<file path="config.mk">
export PLATFORM = sky130hd
export DESIGN_NAME = mem_arbiter
export DESIGN_NICKNAME = d
export VERILOG_FILES = /design/src/rtl/mem_arbiter.sv
export SDC_FILE = /design/constraint.sdc
export NUM_CORES = 1
export LEC_CHECK = 0
export BUFFER_PORTS_ARGS = -buffer_cell sky130_fd_sc_hd__buf_4
export CORE_UTILIZATION = 25
export CTS_CLUSTER_SIZE = 24
export DETAILED_ROUTE_END_ITERATION = 6
export GPL_ROUTABILITY_DRIVEN = 0
export HOLD_SLACK_MARGIN = 0.15
export PLACE_DENSITY = 0.64
export SETUP_SLACK_MARGIN = 0.5
export SYNTH_ARGS = -nofsm -noshare
export SYNTH_HDL_FRONTEND = slang
export SYNTH_SLANG_ARGS = --single-unit
</file>
<file path="constraint.sdc">
create_clock -name clk -period 4.44 [get_ports clk]
set_input_delay 0.888 -clock clk [delete_from_list [all_inputs] [get_ports clk]]
set_output_delay 0.888 -clock clk [all_outputs]
set_load 0.02 [all_outputs]
</file>
<file path="src/rtl/mem_arbiter.sv">
// IF/LS arbiter for the single-port data memory: one transaction at a time, fixed read latency.
// Optional MEM_ARB_ROUND_ROBIN_EN selects round-robin tie-breaking instead of fixed LS priority.
module mem_arbiter #(
  parameter int ADDR_W  = 32,
  parameter int DATA_W  = 32,
  parameter int MEM_LAT = 1
) (
  input  logic                clk,
  input  logic                rst,
  input  logic                if_req,
  input  logic [ADDR_W-1:0]   if_addr,
  output logic                if_gnt,
  output logic                if_rvalid,
  output logic [DATA_W-1:0]   if_rdata,
  input  logic                ls_req,
  input  logic                ls_we,
  input  logic [DATA_W/8-1:0] ls_be,
  input  logic [ADDR_W-1:0]   ls_addr,
  input  logic [DATA_W-1:0]   ls_wdata,
  output logic                ls_gnt,
  output logic                ls_rvalid,
  output logic [DATA_W-1:0]   ls_rdata,
  output logic                mem_en,
  output logic [DATA_W/8-1:0] mem_we,
  output logic [ADDR_W-1:0]   mem_addr,
  output logic [DATA_W-1:0]   mem_wdata,
  input  logic [DATA_W-1:0]   mem_rdata,
  output logic                busy
);

  localparam int BE_W  = DATA_W / 8;
  localparam int CNT_W = 3;

  if (MEM_LAT < 1 || MEM_LAT > 4) begin : g_lat_check
    $error("mem_arbiter: MEM_LAT must be in the range 1..4");
  end

  typedef enum logic {ST_IDLE, ST_WAIT} state_e;
  typedef enum logic {OWN_IF, OWN_LS} owner_e;

  state_e             state_q, state_d;
  owner_e             owner_q, owner_d;
  logic [CNT_W-1:0]   lat_cnt_q, lat_cnt_d;
  logic [DATA_W-1:0]  if_rdata_q, if_rdata_d;
  logic [DATA_W-1:0]  ls_rdata_q, ls_rdata_d;

  logic last_cyc;
  logic gnt_ok;
  logic tie_to_if;
  logic if_win;
  logic ls_win;
  logic rd_win;

  // Final WAIT cycle doubles as the rvalid cycle and a grant slot for back-to-back reads.
  assign last_cyc = (state_q == ST_WAIT) && (lat_cnt_q == CNT_W'(1));
  assign gnt_ok   = !rst && ((state_q == ST_IDLE) || last_cyc);
  assign if_win   = gnt_ok && if_req && (!ls_req || tie_to_if);
  assign ls_win   = gnt_ok && ls_req && !if_win;
  assign rd_win   = if_win || (ls_win && !ls_we);

`ifdef MEM_ARB_ROUND_ROBIN_EN
  owner_e last_gnt_q, last_gnt_d;

  assign tie_to_if = (last_gnt_q == OWN_LS);

  always_comb begin
    last_gnt_d = last_gnt_q;
    if (if_win) begin
      last_gnt_d = OWN_IF;
    end else if (ls_win) begin
      last_gnt_d = OWN_LS;
    end
  end

  always_ff @(posedge clk) begin
    if (rst) begin
      last_gnt_q <= OWN_IF;
    end else begin
      last_gnt_q <= last_gnt_d;
    end
  end
`else
  assign tie_to_if = 1'b0;
`endif

  always_comb begin
    state_d    = state_q;
    owner_d    = owner_q;
    lat_cnt_d  = lat_cnt_q;
    if_rdata_d = if_rdata_q;
    ls_rdata_d = ls_rdata_q;

    if_gnt    = if_win;
    ls_gnt    = ls_win;
    mem_en    = if_win || ls_win;
    mem_we    = (ls_win && ls_we) ? ls_be : '0;
    mem_addr  = if_win ? if_addr : (ls_win ? ls_addr : '0);
    mem_wdata = ls_win ? ls_wdata : '0;
    busy      = !rst && (state_q == ST_WAIT);

    if_rvalid = !rst && last_cyc && (owner_q == OWN_IF);
    ls_rvalid = !rst && last_cyc && (owner_q == OWN_LS);

    if (if_rvalid) begin
      if_rdata_d = mem_rdata;
    end
    if (ls_rvalid) begin
      ls_rdata_d = mem_rdata;
    end

    // Non-owner keeps presenting its last returned word.
    if_rdata = rst ? '0 : (if_rvalid ? mem_rdata : if_rdata_q);
    ls_rdata = rst ? '0 : (ls_rvalid ? mem_rdata : ls_rdata_q);

    if (state_q == ST_WAIT) begin
      if (last_cyc) begin
        state_d = ST_IDLE;
      end else begin
        lat_cnt_d = lat_cnt_q - CNT_W'(1);
      end
    end

    if (rd_win) begin
      state_d   = ST_WAIT;
      lat_cnt_d = CNT_W'(MEM_LAT);
      owner_d   = if_win ? OWN_IF : OWN_LS;
    end
  end

  always_ff @(posedge clk) begin
    if (rst) begin
      state_q    <= ST_IDLE;
      owner_q    <= OWN_IF;
      lat_cnt_q  <= '0;
      if_rdata_q <= '0;
      ls_rdata_q <= '0;
    end else begin
      state_q    <= state_d;
      owner_q    <= owner_d;
      lat_cnt_q  <= lat_cnt_d;
      if_rdata_q <= if_rdata_d;
      ls_rdata_q <= ls_rdata_d;
    end
  end

  logic unused_be_w;
  assign unused_be_w = ^BE_W;

endmodule

</file>
==> impl_metrics.ini, run 1 <==
[detailed_routing]
vias = 4065
wl_met1_um = 5690
viasPerCell = 4.87
drt-initial-drc-count = 221
drc = 0
drt_first_pass_iters = 4
final_antenna_net_count = 0
top_layer = met4
wl_per_cell_um = 17.6
routed_wl_um = 14700
wl_met2_um = 7480
wl_met3_um = 1010

[pwr]
power.leakage_nw = 2.59
powerDensity_mw_per_mm2 = 293
vdd_drop_max_mv = 0.215

[place]
place_ws_ps = 1100
dp_hpwl_um = 10900
numPortBuffers = 274
dpl_cell_area_sq_mm = 0.00546

[synthesis]
synth_edf_count = 0
yosys.cell_types.count = 30
yosys.area_share.adder = 0.00758
synth_nets = 549
synth_seq_cells = 69
synth_top_family_by_area = compound AO/OA/AOI/OAI gates
synthTopCellsByArea = dfxtp_1, a21oi_1, o21ai_0
async_reset_ff_frac = 0
synth_most_common_cell = dfxtp_1
yosys.area_share.simple = 0.190
synthMuxAreaShare = 0.00303
ys_seq_area_frac = 0.418
synth.cell_area_sq_mm = 0.00330
synth_top_area_frac = 0.418
synth_xor_area_frac = 0
synth.avg_cell_area_sq_um = 8.05
synth_cells = 410
synth_compound_area_frac = 0.311
synthTopCellsByCount = dfxtp_1, a21oi_1, o21ai_0
synth_area_leader_cell = dfxtp_1
synth_top_flop_cell = dfxtp_1
ys_warn_count = 0

[timing]
finalCriticalPeriod_ps = 3340
skew_ps = 11.5
max_freq_mhz = 299
hold_viol = 0
fin_ws_ps = 1100
drv_slew = 0
setup_violations = 0
rsz0062_at_grt = false
worst_pin_slew_ps = 585
fin_tns_setup_ps = 0
slew_headroom = 0.610
post-route-period-util = 0.753

[critical_path]
cpPeakStageDelay_ps = 520
cpMostUsedCell = buf_4
arrival_ps = 2450
critPathLaunchType = primary input
critical_path_required_ps = 3550
critPathBufInv = 4
critPathSlowestCell = buf_4
critPathCaptureType = primary output
cp_top_family = buffers and inverters
crit_fanout = 52
crit_type = primary input to primary output
path_cells = buf_4 -> buf_4 -> a211oi_4 -> buf_4 -> a22o_1 -> buf_4

[job]
cap_violations = 0

[cells_and_area]
antenna_cells = 0
fin_area_sq_mm = 0.00573
drive_gt1_frac = 0.466
area_growth_pct = 73.6
final_net_count = 797

[outcome]
status = completed

[cts]
cts_buffer_depth = 2
insertion_delay_ps = 330
numCtsBuffers = 9
h-tree-depth = 3
root_buffer = clkbuf_16
clock-sinks = 69
cts_hold_buf = 0
path_clk_slew_ps = 50
cts_tree = done
cts_setup_buffers = 0
cts_resized = 0

[die]
fp.dieW_um = 117
initial_utilization = 0.258
row_count = 41
io_pins = 275
core_sq_mm = 0.0128
die_area_sq_mm = 0.0137
die_h_um = 117

[global_routing]
grt_max_degree = 53
track_usage = 0.200
grt_pass1_vias = 3727
antenna_found_initial = 0
grt_pass1_wl_um = 20500
grt_overflow = 0

[worst_hold_path]
hold_class = register to register
-- flip-flops by register name (all words and copies together) (netlist names) --
| signal | flops |
|---|---|
| ls_rdata_q | 32 |
| state_q | 1 |
| lat_cnt_q | 3 |
| owner_q | 1 |
| if_rdata_q | 32 |
-- cells by family (layout without fill, tap and decap cells) --
family                   Yosys count  after routing
AO/OA/AOI/OAI                    171            171
adder cells (fa/ha/maj)            2              2
buffers and inverters             53            306
flip-flops                        69             69
multiplexers                       1              1
AND/OR/NAND/NOR                  114            114
-- cell type report --
type	instances	area [sq um]
inverters	5	18.8
clock inverters	7	50.0
fillers	1242	7040
flip-flops and latches	69	1380
clock buffers	9	225
multi-input cells	288	1700
repair buffers	285	2140
well taps	172	215
-- cells in the final DEF (no fill, tap or decap), types with 2 or more instances in the layout --
cell type	netlist	routed
buf_4	3	285
clkbuf_16	0	9
and2_1	32	32
inv_1	5	4
and3_1	5	5
a22o_1	32	32
nand2b_1	2	2
clkinv_2	0	2
nand3_1	64	64
ha_1	2	2
nand2_1	3	3
dfxtp_1	69	68
o21ai_0	65	65
nor2_1	3	3
a21oi_1	66	66
clkinvlp_4	0	3
a211oi_4	1	2
-- layer usage --
layer	up-vias	track usage
li1	1970	-
met5	-	0
met3	23	0.0319
met1	1878	0.233
met2	194	0.363
met4	0	0.0895
-- worst register-to-register path: cells and delay by family, from the launching register on --
family	cells	cell delay (ps)
flops	1	630
compound gates	1	290
simple gates	2	490
buf+inv	1	350
-- per-stage QoR --
step                hold slack [ps]  utilization  power, mW  std cells
global route                    504        0.449       1.76        835
detailed placement              473        0.427       1.03        819
finish                          483        0.449       1.68        835
floorplan                       473            -      0.832        410
global placement                469        0.427       1.03        819
CTS                             484        0.449       1.70        835
-- report_power, final --
| group | switching, mW | internal (mW) | leakage [nW] |
|---|---|---|---|
| Clock | 0.281 | 0.379 | 0.128 |
| Combinational | 0.199 | 0.178 | 1.91 |
| Sequential | 0.0117 | 0.633 | 0.558 |
-- path summary, 6_finish.rpt --
check | startpoint | to | slack (ps) | depth (start not counted)
setup reg to reg | state_q | if_rdata_q[29] | 2570 | 4
setup / recovery | rst | mem_addr[26] | 1100 | 6
hold reg to reg | if_rdata_q[30] | if_rdata_q[30] | 480 | 2
hold / removal | if_rdata_q[30] | if_rdata_q[30] | 480 | 2
(Power assumes the default switching activity.)
==> run 2, diff against run 1 <==
--- a/config.mk
+++ b/config.mk
@@ -5,6 +5,7 @@
 export SDC_FILE = /design/constraint.sdc
 export NUM_CORES = 1
 export LEC_CHECK = 0
+export ABC_AREA = 1
 export BUFFER_PORTS_ARGS = -buffer_cell sky130_fd_sc_hd__buf_4
 export CORE_UTILIZATION = 25
 export CTS_CLUSTER_SIZE = 24
==> constraint.sdc (replaced) <==
create_clock -name clk -period 3.1 [get_ports clk]
set_input_delay 0.62 -clock clk [delete_from_list [all_inputs] [get_ports clk]]
set_output_delay 0.62 -clock clk [all_outputs]
set_load 0.02 [all_outputs]
==> run 2 against run 1 <==
  * First-iteration DRC count fell by 14%
  * Sequential cell count did not move
  * Critical endpoint is now ls_rdata[3]
  * Count of clock-buffer cells in the layout rose by 4
  * Clock skew fell by 7.6 ps
  * Setup slack got worse by 510 ps
==> impl_metrics.ini, run 2 <==
[synthesis]
synth_compound_area_frac = 0.102
synth_top_family_by_area = simple AND/OR/NAND/NOR gates
synthTopCellsByCount = nor2_1, nand2_1, dfxtp_1
yosys.cell_types.count = 20
yosys.area_share.adder = 0.00775
synth_seq_cells = 69
synth_most_common_cell = nor2_1
synth.avg_cell_area_sq_um = 6.41
synth_nets = 643
ys_seq_area_frac = 0.428
ys_warn_count = 0
synth_top_flop_cell = dfxtp_1
synth_cells = 504
synth_top_area_frac = 0.428
synthTopCellsByArea = dfxtp_1, nor2_1, nand2_1
synth_area_leader_cell = dfxtp_1
async_reset_ff_frac = 0
synth_edf_count = 0
synth_xor_area_frac = 0
synthMuxAreaShare = 0
yosys.area_share.simple = 0.356
synth.cell_area_sq_mm = 0.00323

[cells_and_area]
fillers = 1322
drive_gt1_frac = 0.415
multiInputGateArea_sq_mm = 0.00156
final_net_count = 914
layout_commonest_cell = buf_4
top_regs = if_rdata_q: 32 flops, ls_rdata_q: 32 flops, lat_cnt_q: 3 flops
area_growth_pct = 83.4
antenna_cells = 0
final_cell_mix = buf_4, nor2_1, nand2_1, dfxtp_1, o21ai_0
register_area_sq_mm = 0.00139

[job]
cap_violations = 0

[cts]
cts_buffer_depth = 2
path_clk_slew_ps = 50
clock-sinks = 69
numCtsBuffers = 9
insertion_delay_ps = 330
cts_tree = done
root_buffer = clkbuf_16
h-tree-depth = 3
cts_hold_buf = 0

[die]
die_h_um = 116
io_pins = 275
core_sq_mm = 0.0126
die_area_sq_mm = 0.0134
row_count = 41
initial_utilization = 0.256
fp.dieW_um = 116

[timing]
worst_pin_slew_ps = 432
setup_violations = 0
fin_ws_ps = 585
skew_ps = 3.92
hold_viol = 0
rsz0062_at_grt = false
max_freq_mhz = 398
drv_slew = 0
finalCriticalPeriod_ps = 2510
post-route-period-util = 0.811
fin_tns_setup_ps = 0
slew_headroom = 0.712

[global_routing]
grt_pass1_wl_um = 18500
grt_max_degree = 70
grt_overflow = 0
grt_pass1_vias = 3554
antenna_found_initial = 0
track_usage = 0.182

[critical_path]
critPathCaptureType = primary output
critical_path_required_ps = 2480
critPathSlowestCell = dfxtp_1
crit_fanout = 8
cpPeakStageDelay_ps = 310
crit_type = register to primary output
critPathLaunchType = register
path_cells = inv_2 -> ha_4 -> nand3_4 -> nor2_4 -> clkbuf_16 -> o21ai_1 -> nor2_1 -> buf_4
arrival_ps = 1890

[pwr]
power.leakage_nw = 3.33
p_total_mw = 2.46
powerDensity_mw_per_mm2 = 415
vdd_drop_max_mv = 0.417

[detailed_routing]
wl_met1_um = 5170
wl_per_cell_um = 14.1
wl_met3_um = 1330
vias = 4019
top_layer = met4
routed_wl_um = 13400
drt-initial-drc-count = 191
drc = 0
viasPerCell = 4.22
drt_first_pass_iters = 4
final_antenna_net_count = 0
wl_met2_um = 6690

[place]
place_ws_ps = 414
dp_hpwl_um = 9820
numPortBuffers = 274

[worst_hold_path]
hold_class = register to register

[outcome]
status = completed
-- run 2: worst paths after layout --
check | slack [ps] | from | to | cells after the start
worst min register to register | 520 | if_rdata_q[16] | if_rdata_q[16] | 2
worst max register to register | 1620 | lat_cnt_q[1] | ls_rdata_q[3] | 7
worst min-delay path | 520 | if_rdata_q[16] | if_rdata_q[16] | 2
worst max-delay path | 590 | lat_cnt_q[1] | ls_rdata[3] | 8
-- run 2: cells by family after synthesis --
kind of cell             after synthesis
AND/OR/NAND/NOR                      289
buffers and inverters                 78
flip-flops                            69
AO/OA/AOI/OAI                         66
adder cells (fa/ha/maj)                2
-- run 2: cell type report --
| cell class | count | area share |
|---|---|---|
| Clock buffer | 13 | 0.0456 |
| Multi-Input combinational cell | 357 | 0.263 |
| Inverter | 50 | 0.0342 |
| Timing Repair inverter | 1 | 0.00106 |
| Sequential cell | 69 | 0.234 |
| Tap cell | 172 | 0.0363 |
| Clock inverter | 3 | 0.00718 |
| Timing Repair Buffer | 287 | 0.378 |
-- run 2: per-layer routing --
layer,vias up,global-route usage
met5,-,0
met4,0,0.0590
met3,13,0.0680
met2,165,0.331
met1,1770,0.194
li1,2071,-
-- run 2: timing repair --
item,4_1_cts,5_1_grt
endpoints found under the setup margin,102,86
buffers inserted,1,1
gates resized for setup,11,21
gates cloned,1,2
pin swaps,2,4
-- run 2: worst max-delay path: cells and delay by family, from the launching register on --
kind            cells  cell delay (ps)
simple gates        3              560
buf+inv             3              470
compound gates      1               60
flops               1              310
fa+ha+maj           1              170
-- run 2: where the power goes --
part	switching, mW	total [mW]	internal (mW)
sequential	0.00862	0.912	0.903
clock	0.369	1.06	0.687
combinational	0.256	0.490	0.234
total	0.634	2.46	1.82
-- run 2: metrics by stage --
step                      cells  cell area, sq um   util  hold slack, ps
after floorplan             504              3230      -             516
after global placement      931              5420  0.429             502
after detailed placement    931              5420  0.429             504
after CTS                   949              5790  0.459             521
after global routing        952              5930  0.470             532
final                       952              5930  0.470             519
==> run 3, diff against run 2 <==
--- a/config.mk
+++ b/config.mk
@@ -12,7 +12,7 @@
 export DETAILED_ROUTE_END_ITERATION = 6
 export GPL_ROUTABILITY_DRIVEN = 0
 export HOLD_SLACK_MARGIN = 0.15
-export PLACE_DENSITY = 0.64
+export PLACE_DENSITY = 0.67
 export SETUP_SLACK_MARGIN = 0.5
 export SYNTH_ARGS = -nofsm -noshare
 export SYNTH_HDL_FRONTEND = slang
==> constraint.sdc (replaced) <==
create_clock -name clk -period 2.26 [get_ports clk]
set_input_delay 0.452 -clock clk [delete_from_list [all_inputs] [get_ports clk]]
set_output_delay 0.452 -clock clk [all_outputs]
set_load 0.02 [all_outputs]
==> run 3 against run 2 <==
  * Register-to-register slack got worse by 850 ps
  * Combinational power grew 98%
  * Design area grew 26%
  * Power is 48% higher
  * Critical path depth up 1
  * Sequential share of layout area decreased by 4.8 points
  * Sequential power grew 37%
  * Critical endpoint is now mem_wdata[19]
  * Highest routed layer unchanged
==> impl_metrics.ini, run 3 (synthesized netlist as in run 2, its figures left out) <==
[outcome]
status = completed

[timing]
fin_ws_ps = 19.9
timing.hold.ws_ps = 390
max_freq_mhz = 446
finalCriticalPeriod_ps = 2240
setup_violations = 0
rsz0062_at_grt = true
hold_viol = 0
post-route-period-util = 0.991
worst_pin_slew_ps = 393
slew_headroom = 0.738
drv_slew = 0
skew_ps = 12.5

[place]
numPortBuffers = 274
place_ws_ps = 79.2
dp_hpwl_um = 9460

[cts]
cts_buffer_depth = 2
h-tree-depth = 3
numCtsBuffers = 9
root_buffer = clkbuf_16
path_clk_slew_ps = 50
cts_tree = done
cts_hold_buf = 0
clock-sinks = 69
insertion_delay_ps = 330

[detailed_routing]
wl_per_cell_um = 15.0
viasPerCell = 4.38
drt-initial-drc-count = 83
drc = 0
drt_first_pass_iters = 4
vias = 4280
final_antenna_net_count = 0
routed_wl_um = 14600

[cells_and_area]
final_net_count = 939
top_regs = if_rdata_q: 32 flops, ls_rdata_q: 32 flops, lat_cnt_q: 3 flops
area_growth_pct = 131
drive_gt1_frac = 0.701
layout_commonest_cell = buf_4
final_core_util = 0.592
final_cell_mix = buf_4, nor2_2, buf_6, dfxtp_1, inv_1
antenna_cells = 0

[pwr]
p_total_mw = 3.63
power.leakage_nw = 3.71
powerDensity_mw_per_mm2 = 486
vdd_drop_max_mv = 0.381

[critical_path]
r2r_cells = 10
critPathBufInv = 4
critPathLaunchType = register
path_cells = inv_2 -> ha_4 -> nand2_4 -> nand2_4 -> nand3_4 -> buf_6 -> clkbuf_16 -> nor2_4 -> buf_6
arrival_ps = 1790
r2r_slack_ps = 770
critPathSlowestCell = dfxtp_2
r2r_start = lat_cnt_q[1]
r2r_end = lat_cnt_q[2]
critPathCaptureType = primary output
crit_type = register to primary output
cpPeakStageDelay_ps = 320
cp_top_family = buffers and inverters
critical_path_required_ps = 1810
crit_fanout = 8

[global_routing]
grt_pass1_vias = 3897
antenna_found_initial = 0
grt_pass1_wl_um = 19900
grt_max_degree = 42
track_usage = 0.192
grt_overflow = 0

[die]
initial_utilization = 0.256
die_h_um = 116
fp.dieW_um = 116
core_sq_mm = 0.0126
die_area_sq_mm = 0.0134
io_pins = 275
row_count = 41

[worst_hold_path]
hold_class = primary input to register
min_path_cells = 3
min_from = mem_rdata[15]
min_to = ls_rdata_q[15]

[job]
cap_violations = 0
run 3: changes by cell type in the layout (fill, tap and decap cells not counted), sizes merged:
| cell | delta |
|---|---|
| buf | +21 |
| clkinv | +2 |
| clkbuf | -4 |
| inv | +5 |
| bufbuf | +1 |
run 3: final cells by class:
cell class	count	area, sq um
timing repair inverter	5	65.1
clock inverter	6	68.8
fill	1090	5150
clock buffer	10	229
multi-input combinational	357	2440
sequential	69	1390
inverter	50	203
tap	172	215
timing repair buffer	308	2850
run 3: timing repair:
action	CTS	global route
setup endpoints to repair	137	137
setup buffers	12	5
pin swaps	7	42
cloned	7	4
resized for setup	92	201
run 3: worst max-delay path by stage:
stage | from | endpoint | slack, ps | cells past startpoint
after floorplan | rst | if_rdata[17] | 430 | 6
after global placement | rst | ls_rdata[29] | 40 | 7
after detailed placement | rst | ls_rdata[29] | 80 | 7
after CTS | lat_cnt_q[1] | mem_wdata[20] | 20 | 8
after global routing | lat_cnt_q[1] | mem_wdata[25] | -80 | 8
final | lat_cnt_q[1] | mem_wdata[19] | 20 | 9
run 3: where the power goes:
part	total, mW	switching, mW	internal, mW
Clock	1.41	0.545	0.862
Sequential	1.25	0.0117	1.24
Combinational	0.972	0.492	0.481
Total	3.63	1.05	2.58
run 3: worst min-delay path: stages:
cell and delay [ps]:
buf_4 90, nor2_2 30, nor2_2 100
run 3: per-layer routing:
layer / vias to the layer above / global-route usage / share of wire
met5: - / 0 / 0
met4: 0 / 0.0444 / 0.011
li1: 2131 / - / -
met3: 12 / 0.0565 / 0.077
met1: 1981 / 0.222 / 0.38
met2: 156 / 0.349 / 0.53
run 3: through the flow:
stage	setup TNS, ps	instances	cell area, sq um
6_report	0	977	7460
2_1_floorplan	0	504	3630
5_1_grt	-2770	977	7460
4_1_cts	0	968	6700
3_3_place_gp	0	933	5820
3_5_place_dp	0	933	5820
